===== config.mk =====
export PLATFORM = sky130hd
export DESIGN_NAME = axi_confreg
export DESIGN_NICKNAME = d
export VERILOG_FILES = /design/src/rtl/axi_confreg.sv
export SDC_FILE = /design/constraint.sdc
export NUM_CORES = 1
export LEC_CHECK = 0
export ABC_AREA = 1
export CORE_MARGIN = 2
export CORE_UTILIZATION = 47
export DETAILED_ROUTE_END_ITERATION = 16
export PLACE_DENSITY = 0.75
export SLEW_MARGIN = 20
export SYNTH_ARGS = -nofsm -noshare
export SYNTH_HDL_FRONTEND = slang
export SYNTH_SLANG_ARGS = --single-unit

===== constraint.sdc =====
create_clock -name clock -period 2 [get_ports clock]
set_clock_uncertainty 0.1 [all_clocks]
set_input_delay 0.5 -clock clock [delete_from_list [all_inputs] [get_ports clock]]
set_output_delay 0.5 -clock clock [all_outputs]
set_load 0.05 [all_outputs]

===== src/rtl/axi_confreg.sv =====
// AXI4 slave exposing the SoC MMIO registers: LED, synchronised switches, free-running timer, scratch.
// One outstanding read and one outstanding write; the read and write paths run independently.
module axi_confreg #(
    parameter int          ID_WIDTH = 4,
    parameter int          OFF_BITS = 12,
    parameter logic [15:0] LED_RST  = 16'h0000
) (
    input  logic                clock,
    input  logic                reset,
    // read address / data
    input  logic [31:0]         araddr,
    input  logic                arvalid,
    output logic                arready,
    input  logic [ID_WIDTH-1:0] arid,
    input  logic [7:0]          arlen,
    input  logic [2:0]          arsize,
    input  logic [1:0]          arburst,
    output logic [31:0]         rdata,
    output logic [1:0]          rresp,
    output logic [ID_WIDTH-1:0] rid,
    output logic                rlast,
    output logic                rvalid,
    input  logic                rready,
    // write address / data / response
    input  logic [31:0]         awaddr,
    input  logic                awvalid,
    output logic                awready,
    input  logic [ID_WIDTH-1:0] awid,
    input  logic [7:0]          awlen,
    input  logic [2:0]          awsize,
    input  logic [1:0]          awburst,
    input  logic [31:0]         wdata,
    input  logic [3:0]          wstrb,
    input  logic                wlast,
    input  logic                wvalid,
    output logic                wready,
    output logic [1:0]          bresp,
    output logic [ID_WIDTH-1:0] bid,
    output logic                bvalid,
    input  logic                bready,
    // board I/O
    output logic [15:0]         led,
    input  logic [15:0]         sw
);

    localparam logic [OFF_BITS-1:0] OFF_LED     = OFF_BITS'(32'h000);
    localparam logic [OFF_BITS-1:0] OFF_SW      = OFF_BITS'(32'h004);
    localparam logic [OFF_BITS-1:0] OFF_TIMER   = OFF_BITS'(32'h008);
    localparam logic [OFF_BITS-1:0] OFF_SCRATCH = OFF_BITS'(32'h00C);
    localparam logic [OFF_BITS-1:0] ADDR_STEP   = OFF_BITS'(32'h004);

    localparam logic [1:0] BURST_FIXED = 2'b00;
    localparam logic [1:0] RESP_OKAY   = 2'b00;
    localparam logic [1:0] RESP_SLVERR = 2'b10;

    localparam logic       R_IDLE = 1'b0;
    localparam logic       R_DATA = 1'b1;
    localparam logic [1:0] W_IDLE = 2'd0;
    localparam logic [1:0] W_DATA = 2'd1;
    localparam logic [1:0] W_RESP = 2'd2;

    // register file
    logic [15:0] led_reg;
    logic [31:0] timer_reg;
    logic [31:0] scratch_reg;
    logic [15:0] sw_meta_reg;
    logic [15:0] sw_sync_reg;

    // read channel state
    logic                r_state_reg;
    logic                arready_reg;
    logic                rvalid_reg;
    logic                rlast_reg;
    logic [31:0]         rdata_reg;
    logic [1:0]          rresp_reg;
    logic [ID_WIDTH-1:0] rid_reg;
    logic [OFF_BITS-1:0] r_addr_reg;
    logic [7:0]          r_len_reg;
    logic [7:0]          r_cnt_reg;
    logic [1:0]          r_burst_reg;

    // write channel state
    logic [1:0]          w_state_reg;
    logic                awready_reg;
    logic                wready_reg;
    logic                bvalid_reg;
    logic [1:0]          bresp_reg;
    logic [ID_WIDTH-1:0] bid_reg;
    logic [OFF_BITS-1:0] w_addr_reg;
    logic [7:0]          w_len_reg;
    logic [7:0]          w_cnt_reg;
    logic [1:0]          w_burst_reg;
    logic                w_err_reg;

    // combinational helpers
    logic [OFF_BITS-1:0] r_addr_next;
    logic [7:0]          r_cnt_next;
    logic [OFF_BITS-1:0] rd_off;
    logic [31:0]         rd_data;
    logic                rd_err;
    logic [OFF_BITS-1:0] w_addr_next;
    logic                w_en;
    logic                wr_err;
    logic [31:0]         timer_merged;
    logic [31:0]         scratch_merged;
    logic [15:0]         led_merged;
    logic                unused_inputs;

    // Only the window offset matters; size is fixed at 4 B and the beat count overrides wlast.
    assign unused_inputs = ^{araddr[31:OFF_BITS], awaddr[31:OFF_BITS], arsize, awsize, wlast};

    assign arready = arready_reg;
    assign rvalid  = rvalid_reg;
    assign rlast   = rlast_reg;
    assign rdata   = rdata_reg;
    assign rresp   = rresp_reg;
    assign rid     = rid_reg;
    assign awready = awready_reg;
    assign wready  = wready_reg;
    assign bvalid  = bvalid_reg;
    assign bresp   = bresp_reg;
    assign bid     = bid_reg;
    assign led     = led_reg;

    assign r_addr_next = (r_burst_reg == BURST_FIXED) ? r_addr_reg : r_addr_reg + ADDR_STEP;
    assign r_cnt_next  = r_cnt_reg + 8'd1;
    assign w_addr_next = (w_burst_reg == BURST_FIXED) ? w_addr_reg : w_addr_reg + ADDR_STEP;

    // The same mux serves the first beat (straight from araddr) and every following beat.
    assign rd_off = (r_state_reg == R_IDLE) ? araddr[OFF_BITS-1:0] : r_addr_next;

    always_comb begin
        rd_data = 32'h0;
        rd_err  = 1'b0;
        case (rd_off)
            OFF_LED:     rd_data = {16'h0, led_reg};
            OFF_SW:      rd_data = {16'h0, sw_sync_reg};
            OFF_TIMER:   rd_data = timer_reg;
            OFF_SCRATCH: rd_data = scratch_reg;
            default:     rd_err  = 1'b1;
        endcase
    end

    always_comb begin
        wr_err = 1'b1;
        case (w_addr_reg)
            OFF_LED, OFF_SW, OFF_TIMER, OFF_SCRATCH: wr_err = 1'b0;
            default:                                 wr_err = 1'b1;
        endcase
    end

    assign w_en = (w_state_reg == W_DATA) && wready_reg && wvalid;

    genvar gi;
    generate
        for (gi = 0; gi < 4; gi++) begin : g_word_lane
            assign timer_merged[8*gi +: 8]   = wstrb[gi] ? wdata[8*gi +: 8] : timer_reg[8*gi +: 8];
            assign scratch_merged[8*gi +: 8] = wstrb[gi] ? wdata[8*gi +: 8] : scratch_reg[8*gi +: 8];
        end
        for (gi = 0; gi < 2; gi++) begin : g_led_lane
            assign led_merged[8*gi +: 8] = wstrb[gi] ? wdata[8*gi +: 8] : led_reg[8*gi +: 8];
        end
    endgenerate

    // Register file; a timer write replaces that cycle's increment.
    always_ff @(posedge clock) begin
        if (reset) begin
            led_reg     <= LED_RST;
            timer_reg   <= 32'h0;
            scratch_reg <= 32'h0;
            sw_meta_reg <= 16'h0;
            sw_sync_reg <= 16'h0;
        end else begin
            sw_meta_reg <= sw;
            sw_sync_reg <= sw_meta_reg;
            if (w_en && (w_addr_reg == OFF_TIMER)) begin
                timer_reg <= timer_merged;
            end else begin
                timer_reg <= timer_reg + 32'd1;
            end
            if (w_en && (w_addr_reg == OFF_LED)) begin
                led_reg <= led_merged;
            end
            if (w_en && (w_addr_reg == OFF_SCRATCH)) begin
                scratch_reg <= scratch_merged;
            end
        end
    end

    // Read FSM: beat data is captured at the handshake edge and held until accepted.
    always_ff @(posedge clock) begin
        if (reset) begin
            r_state_reg <= R_IDLE;
            arready_reg <= 1'b0;
            rvalid_reg  <= 1'b0;
            rlast_reg   <= 1'b0;
            rdata_reg   <= 32'h0;
            rresp_reg   <= RESP_OKAY;
            rid_reg     <= '0;
            r_addr_reg  <= '0;
            r_len_reg   <= 8'h0;
            r_cnt_reg   <= 8'h0;
            r_burst_reg <= 2'b00;
        end else begin
            case (r_state_reg)
                R_IDLE: begin
                    arready_reg <= 1'b1;
                    if (arvalid && arready_reg) begin
                        arready_reg <= 1'b0;
                        rid_reg     <= arid;
                        r_addr_reg  <= araddr[OFF_BITS-1:0];
                        r_len_reg   <= arlen;
                        r_burst_reg <= arburst;
                        r_cnt_reg   <= 8'h0;
                        rdata_reg   <= rd_data;
                        rresp_reg   <= rd_err ? RESP_SLVERR : RESP_OKAY;
                        rlast_reg   <= (arlen == 8'h0);
                        rvalid_reg  <= 1'b1;
                        r_state_reg <= R_DATA;
                    end
                end
                R_DATA: begin
                    if (rready) begin
                        if (rlast_reg) begin
                            rvalid_reg  <= 1'b0;
                            rlast_reg   <= 1'b0;
                            arready_reg <= 1'b1;
                            r_state_reg <= R_IDLE;
                        end else begin
                            r_addr_reg <= r_addr_next;
                            r_cnt_reg  <= r_cnt_next;
                            rdata_reg  <= rd_data;
                            rresp_reg  <= rd_err ? RESP_SLVERR : RESP_OKAY;
                            rlast_reg  <= (r_cnt_next == r_len_reg);
                        end
                    end
                end
                default: r_state_reg <= R_IDLE;
            endcase
        end
    end

    // Write FSM: the beat count alone decides the last beat; errors accumulate over the burst.
    always_ff @(posedge clock) begin
        if (reset) begin
            w_state_reg <= W_IDLE;
            awready_reg <= 1'b0;
            wready_reg  <= 1'b0;
            bvalid_reg  <= 1'b0;
            bresp_reg   <= RESP_OKAY;
            bid_reg     <= '0;
            w_addr_reg  <= '0;
            w_len_reg   <= 8'h0;
            w_cnt_reg   <= 8'h0;
            w_burst_reg <= 2'b00;
            w_err_reg   <= 1'b0;
        end else begin
            case (w_state_reg)
                W_IDLE: begin
                    awready_reg <= 1'b1;
                    if (awvalid && awready_reg) begin
                        awready_reg <= 1'b0;
                        wready_reg  <= 1'b1;
                        bid_reg     <= awid;
                        w_addr_reg  <= awaddr[OFF_BITS-1:0];
                        w_len_reg   <= awlen;
                        w_burst_reg <= awburst;
                        w_cnt_reg   <= 8'h0;
                        w_err_reg   <= 1'b0;
                        w_state_reg <= W_DATA;
                    end
                end
                W_DATA: begin
                    if (w_en) begin
                        w_addr_reg <= w_addr_next;
                        w_cnt_reg  <= w_cnt_reg + 8'd1;
                        w_err_reg  <= w_err_reg | wr_err;
                        if (w_cnt_reg == w_len_reg) begin
                            wready_reg  <= 1'b0;
                            bvalid_reg  <= 1'b1;
                            bresp_reg   <= (w_err_reg | wr_err) ? RESP_SLVERR : RESP_OKAY;
                            w_state_reg <= W_RESP;
                        end
                    end
                end
                W_RESP: begin
                    if (bready) begin
                        bvalid_reg  <= 1'b0;
                        awready_reg <= 1'b1;
                        w_state_reg <= W_IDLE;
                    end
                end
                default: w_state_reg <= W_IDLE;
            endcase
        end
    end

endmodule

* Yosys cells after proc, flatten, opt, wreduce, memory -nomap -nowiden
Cells that the tools add are included.
** Word-level totals
- Bits of input ports :: 158
- Bits in registers :: 226
- Output and inout port bits :: 66
- Logic and storage cells :: 170
** Cells by class
- Bitwise operators :: 2
- Reduce and logical (&&, ||, !) cells :: 37
- Eq/ne operators :: 23
- Add/subtract/negate cells :: 5
- Muxes and demuxes :: 69
** Operators by type and width (number)
- 2-to-1 mux 32 bit :: 4
- one-hot mux 32 bit (4 select lines) :: 1
- 2-to-1 mux 12 bit :: 8
- 2-to-1 mux 8 bit :: 9
- one-hot mux 32 bit (2 select lines) :: 1
- == test 12 x 4 -> 1 bit, second input constant :: 4
- one-hot mux 12 bit (2 select lines) :: 2
- adder 32 x 1 -> 32 bit, second input constant :: 1
- one-hot mux 8 bit (2 select lines) :: 2
- adder 12 x 3 -> 12 bit, second input constant :: 2
- == test 12 x 3 -> 1 bit, second input constant :: 2
- zero test 12 bit :: 2
- 2-to-1 mux 1 bit :: 23
- AND reduction 2 bit :: 11
- != test 2 bit, second input constant :: 10
- 2-to-1 mux 2 bit :: 9
- adder 8 x 1 -> 8 bit, second input constant :: 2
- == test 8 bit :: 2
- one-hot mux 1 bit (2 select lines) :: 8
- AND reduction 4 bit :: 4
- AND reduction 3 bit :: 4
- zero test 8 bit :: 1
- OR reduction 4 bit :: 2
- logical AND 1 bit :: 7
- other kinds (9) :: 15

* Logic depth before layout (Yosys ltp)
Gate-level depths: netlist (run 1).
- Depth in word-level cells :: 9
- Mapped depth :: 16
- Depth with buffers taken out :: 16

* Worst setup path after synthesis (run 1)
Ideal clock, no wire load.
- Path kind :: reg-to-reg
- Start point :: reg wready_reg (netlist: wready)
- End point :: reg led_reg[3] (netlist: led[3])
- Data arrival time :: 1850 ps
- Buffers on the path :: 0
- Data required time :: 1780 ps
- Stages on the path, launching flop included :: 8
- Path slack :: -70 ps
- Setup time :: 120 ps
- Period minus slack after synthesis :: 2070 ps
- Cells stage by stage :: dfxtp_1 nand3_2 inv_1 nand3_1 nor2_1 clkinv_1 o21ai_0 a21oi_1
** On the way
- Word-level cells in the longest chain between the ends :: 4
** Ends and longest elaborated chain
- from (decl) :: line 85 : logic wready_reg;
- from (signal assigned) :: line 248 : wready_reg <= 1'b0;
- from (signal assigned) :: line 263 : wready_reg <= 1'b1;
- from (signal assigned) :: line 279 : wready_reg <= 1'b0;
- logical AND 1 bit (2 in a row) :: line 152 : assign w_en = (w_state_reg == W_DATA) && wready_reg && wvalid;
- logical AND 1 bit :: line 181 : if (w_en && (w_addr_reg == OFF_LED)) begin
- AND reduction 2 bit (no line)
- to (signal assigned) :: line 182 : led_reg <= led_merged;
- to (decl) :: line 63 : logic [15:0] led_reg;
No other way between the ends.
A chain may end at the register's enable or synchronous reset.

* Worst setup path after layout (run 1)
- Start point :: reg r_burst_reg[0]
- End point :: reg rdata_reg[3] (netlist: rdata[3])
** On the way
- Word-level cells in the longest chain between the ends :: 8
- Elaborated cells between the ends (all ways) :: 12
- Classes of those cells :: eq/ne (3); mux (7); reduce/logical (2)
** Ends and longest elaborated chain
- from (decl) :: line 80 : logic [1:0] r_burst_reg;
- from (signal assigned) :: line 213 : r_burst_reg <= arburst;
- zero test 2 bit (*) :: line 125 : assign r_addr_next = (r_burst_reg == BURST_FIXED) ? r_addr_reg : r_addr_reg + ADDR_STEP;
- 2-to-1 mux 12 bit (*) :: line 125
- 2-to-1 mux 12 bit (*) :: line 130 : assign rd_off = (r_state_reg == R_IDLE) ? araddr[OFF_BITS-1:0] : r_addr_next;
- == test 12 x 4 -> 1 bit, or another cell as far along :: line 135 : case (rd_off)
- one-hot mux 32 bit (4 select lines) (*) :: line 135
- 2-to-1 mux 32 bit :: line 224 : if (rlast_reg) begin
- 2-to-1 mux 32 bit :: line 223 : if (rready) begin
- one-hot mux 32 bit (2 select lines) (*) :: line 205 : case (r_state_reg)
- to (signal assigned) :: line 215 : rdata_reg <= rd_data;
- to (signal assigned) :: line 232 : rdata_reg <= rd_data;
- to (decl) :: line 74 : logic [31:0] rdata_reg;
Mark *: on every way between the ends. The rest lies on a longest branch, timed or not. The select of a mux whose other input is x is not followed.

==> results of run 1 <==
[power by group]
part	total, W	internal (W)	switching (W)
clock	0.00479	0.00285	0.00194
sequential	0.00474	0.00462	0.000115
combinational	0.00172	0.000793	0.000928
total	0.0113	0.00826	0.00299
[per-stage QoR]
stage               utilization, %  hold WS (ns)
floorplan                        -         0.288
global placement              59.2         0.294
detailed placement            59.2         0.294
CTS                           66.2         0.116
global route                  69.3         0.123
finish                        69.3         0.129
[cell type report]
| cell class | count | area, µm² | area share, % |
|---|---|---|---|
| Clock buffer | 30 | 684 | 4.38 |
| Multi-Input combinational cell | 1047 | 5780 | 37.0 |
| Tap cell | 285 | 357 | 2.28 |
| Timing Repair Buffer | 350 | 3350 | 21.5 |
| Sequential cell | 224 | 4520 | 28.9 |
| Inverter | 196 | 761 | 4.86 |
| Clock inverter | 16 | 180 | 1.15 |
[kinds of logic after synthesis]
kind of cell | synth area share (%)
DFF | 41.6
xor gates and xnor gates | 2.03
buffers and inverters | 10.2
and+or+nand+nor | 26.8
other | 0.0348
adders and majority gates | 0.929
AOI/OAI and AO/OA | 18.4
[layer usage]
metal | vias up | track usage, %
met5 | - | 0
met4 | 2 | 8.30
met3 | 108 | 4.23
met2 | 525 | 43.4
met1 | 5251 | 33.3
li1 | 5657 | -
[layout by cell type, fill, tap and decap left out, drive strengths merged, types with 14 or more instances in the layout]
cell type,instances
clkdlybuf4s50,109
clkbuf,35
nand3,129
buf,236
dfxtp,224
nand4,14
a21oi,157
nor2,178
nor3,16
o21ai,170
xor2,16
inv,196
nand2,278
[final timing paths]
path                                    end                   startpoint
hold / removal          wready$_SDFFE_PP0P_                        reset
setup / recovery      rdata[3]$_SDFFE_PP0P_  r_burst_reg[0]$_SDFFE_PP0P_
hold reg to reg   sw_sync_reg[1]$_SDFF_PP0_    sw_meta_reg[1]$_SDFF_PP0_
setup reg to reg      rdata[3]$_SDFFE_PP0P_  r_burst_reg[0]$_SDFFE_PP0P_
[what timing repair did]
action                                  4_1_cts  5_1_grt
cloned                                        3        8
pin swaps                                    31       47
setup buffers                                37       13
gates resized for setup                      86      148
endpoints found under the setup margin       43      118
endpoints found under the hold margin         0        0
==> results.tsv, run 1 <==
metric	value	unit
drt-wirelength-per-cell	15.9	µm
path_class	reg -> reg	
wl	34200	µm
irDropWorstVdd	0.638	mV
end_kind	flip-flop	
grt_pass1_vias	10700	
worstMarginPinSlew	0.564	ns
grt_pass1_wl	51300	µm
max_stage_delay	0.33	ns
row_count	55	
crit_path_cell_trace	buf_4 -> inv_2 -> nand2_2 -> nand3_2 -> nand2_1 -> nand3_2 -> nand2_4 -> nor2_4 -> nand2_4 -> buf_6 -> nor2_8 -> buf_12 -> nand3_1 -> nand2_1 -> o21ai_1 -> a21oi_1	
fin_crit_sh	112	%
async_reset_ff_share	0	%
synthTopCellsByArea	dfxtp_1 (42%), nand2_1 (9.3%), a21oi_1 (7.3%), inv_1 (6.4%), o21ai_0 (6.1%)	
cts_hold_buf	0	
ys_types	49	
io_buffers	174	
clock_path_buffers	3	
path_depth	16	
finalMaxSlewViolations	0	
route.met3.wl	2740	µm
total_power	0.0113	W
holdPathStages	2	
setup_viol	38	
antenna_found_initial	1	
firstDrtPassIters	7	
io_pins	224	
p_leak	6.51	nW
fin_area	0.0156	mm²
dp_hpwl	21600	µm
cts_buffers	25	
hold_viol_final	0	
clockRootBuffer	clkbuf_16	
clock_sinks	224	
drive_gt1_share	26.1	%
wl_met2	16100	µm
worst_setup_path_start_kind	flip-flop	
grt_util_all_layers	25.6	%
maxCapViolCount	0	
p_per_area	719	mW/mm²
place_congestion	0.888	
clock_latency	0.54	ns
syn_area	0.0108	mm²
rr_worst_depth	16	
cp.arrival	2.61	ns
worstHoldPathType	in -> reg	
required	2.36	ns
layout.nets	2010	
wl_met1	14300	µm
synth_edf_count	0	
grt_max_degree	64	
placed_cells	2044	
fin_cells	2148	
synth_top_area_share	41.6	%
vias_per_cell	5.37	
yosysSeqAreaShare	41.6	%
outcome	finished, violations left	
dp_slack	-0.552	ns
synth_commonest_cells	nand2_1 (268), dfxtp_1 (224), inv_1 (184)	
gr-total-overflow	0	
start_util	47.7	%
synth-main-ff-cell	dfxtp_1	
synthCells	1533	
fin_ws	-0.250	ns
synth-seq-cells	224	
die_h	155	µm
dieArea	0.0241	mm²
ff2ff_setup_slack	-0.25	ns
violations	setup timing	
fmax	444	MHz
die_w	155	µm
cp_top_family	simple AND/OR/NAND/NOR gates	
cts_max_level	1	
crit_path_top_delay_cell	dfxtp_2	
period_needed	2.25	ns
cts_tree	done	
placedInstanceArea	0.0134	mm²
num_antenna_cells	0	
drt_iter0_markers	922	
core-area	0.0226	mm²
synth.most_common_cell	nand2_1	
fillers	1784	
synth_warnings	0	
critPathMaxFanout	16	
vias	11500	
highest_layer	met5	
netlist.top_cell.by_area	dfxtp_1	
timing.slew.headroom	62.1	%
synthToLayoutAreaGrowth	45.2	%
path_clk_slew	0.06	ns
drc	0	
setup_tns	-7.08	ns
rsz0062_at_grt	true	
syn-mean-instance-area	7.03	µm²
worst-path-buf-inv	4	
drtAntennaViolNets	0	
(Power assumes the default switching activity.)
==> run 2, diff against run 1 <==
Settings changed: CTS_CLUSTER_SIZE set to 28.
Clock period 2 ns to 1.9 ns, I/O delays scaled along.
==> results.tsv, run 2 (synthesized netlist as in run 1, its figures left out) <==
metric	value	unit
gr-total-overflow	0	
holdWs	0.0890	ns
end_kind	flip-flop	
irDropWorstVdd	0.495	mV
cts_max_level	1	
grt_pass1_wl	51500	µm
wl	35100	µm
vias	11800	
p_per_area	745	mW/mm²
required	2.20	ns
regArea	0.00454	mm²
cp.arrival	2.56	ns
finalMaxSlewViolations	0	
clockRootBuffer	clkbuf_16	
fmax	443	MHz
critPathMaxFanout	6	
maxCapViolCount	0	
worstHoldPathType	in -> reg	
grt_util_all_layers	25.6	%
worstMarginPinSlew	0.561	ns
final_cell_mix	nand2_1 (238), buf_4 (209), dfxtp_1 (198), inv_1 (164), a21oi_1 (150)	
setup_tns	-10.40	ns
timing.slew.headroom	62.6	%
clock_path_buffers	3	
outcome	finished, violations left	
drive_gt1_share	30.8	%
core-area	0.0226	mm²
clock_latency	0.54	ns
drc	0	
firstDrtPassIters	7	
fin_ws	-0.358	ns
violations	setup timing	
period_needed	2.26	ns
final_common_cell	nand2_1	
worst_setup_path_start_kind	flip-flop	
vias_per_cell	5.43	
fillers	1697	
antenna_found_initial	0	
max_stage_delay	0.36	ns
io_buffers	174	
setup_viol	55	
grt_max_degree	117	
post-route-util	71.8	%
path_class	reg -> reg	
multi_input_area	0.00610	mm²
drt_iter0_markers	884	
hold_viol_final	0	
row_count	55	
crit_top_cell	nand2_1	
dieArea	0.0241	mm²
p_leak	6.74	nW
io_pins	224	
fin_crit_sh	119	%
dp_hpwl	21500	µm
cts_buffers	25	
num_antenna_cells	0	
die_h	155	µm
ff2ff_setup_slack	-0.36	ns
start_util	47.7	%
layout.nets	2036	
drt-wirelength-per-cell	16.2	µm
synthToLayoutAreaGrowth	50.4	%
path_clk_slew	0.06	ns
grt_pass1_vias	10700	
place_congestion	0.893	
cts_tree	done	
crit_path_top_delay_cell	dfxtp_4	
rsz0062_at_grt	true	
drtAntennaViolNets	0	
die_w	155	µm
crit_path_cell_trace	ha_4 -> nand3_2 -> nor2_2 -> nand2_1 -> nand2_1 -> nand2_1 -> nand2_2 -> nand2_2 -> nand2_4 -> nor2_8 -> buf_12 -> buf_8 -> buf_4 -> nand3_1 -> nand2_1 -> o21ai_1 -> a21oi_1	
clock_sinks	224	
[run 2: cell types whose count changed in the layout (fill, tap and decap cells not counted), moves of 17 or more]
cell,delta
buf_4,+24
nand3_1,-25
o21ai_0,-41
o21ai_1,+23
nand3_2,+21
o21ai_2,+17
[run 2: stage by stage]
stage / worst slack [ns] / total power (W) / cell area, µm² / instances
after floorplan: -0.0488 / 0.00589 / 10800 / 1534
after global placement: -0.529 / 0.00658 / 13700 / 2069
after detailed placement: -0.568 / 0.00661 / 13700 / 2069
after CTS: -0.261 / 0.0118 / 14900 / 2135
after global routing: -0.470 / 0.0125 / 16200 / 2174
final: -0.358 / 0.0121 / 16200 / 2174
[run 2: power breakdown]
| part | switching [W] | total [W] | internal [W] |
|---|---|---|---|
| logic | 0.00104 | 0.00192 | 0.000880 |
| registers | 0.000117 | 0.00498 | 0.00487 |
| clock network | 0.00205 | 0.00518 | 0.00313 |
[run 2: path summary, 6_finish.rpt]
kind,cells past startpoint,end,from
max,17,rdata[7]$_SDFFE_PP0P_,r_addr_reg[3]$_SDFFE_PP0P_
min,2,r_state_reg$_SDFF_PP0_,reset
max reg2reg,17,rdata[7]$_SDFFE_PP0P_,r_addr_reg[3]$_SDFFE_PP0P_
min reg2reg,2,sw_sync_reg[9]$_SDFF_PP0_,sw_meta_reg[9]$_SDFF_PP0_
[run 2: layout make-up]
type,instances,area share [%]
repair buffers,377,22.0
clock buffers,32,4.27
clock inverters,14,1.14
well taps,285,2.20
multi-input cells,1046,37.6
inverters,196,4.73
flip-flops and latches,224,28.0
[run 2: what timing repair did]
| item | 4_1_cts | 5_1_grt |
|---|---|---|
| gates resized for setup | 69 | 294 |
| buffers inserted | 18 | 31 |
| cloned | 3 | 9 |
| hold buffers | 0 | 0 |
| endpoints found under the setup margin | 82 | 120 |
| pin swaps | 34 | 67 |
[run 2: per-layer routing]
layer | track usage [%] | part of all wire [%] | vias to the layer above
li1 | - | - | 5702
met1 | 34.6 | 42 | 5490
met2 | 42.3 | 48 | 525
met3 | 4.29 | 7.4 | 93
met4 | 7.25 | 2.6 | 0
met5 | 0 | 0 | -
[run 2: worst max-delay path: cells and delay by family (launching register included)]
family | cells | cell delay [ns]
simple gates | 11 | 0.82
buf+inv | 3 | 0.42
flops | 1 | 0.36
compound gates | 2 | 0.24
fa+ha+maj | 1 | 0.16
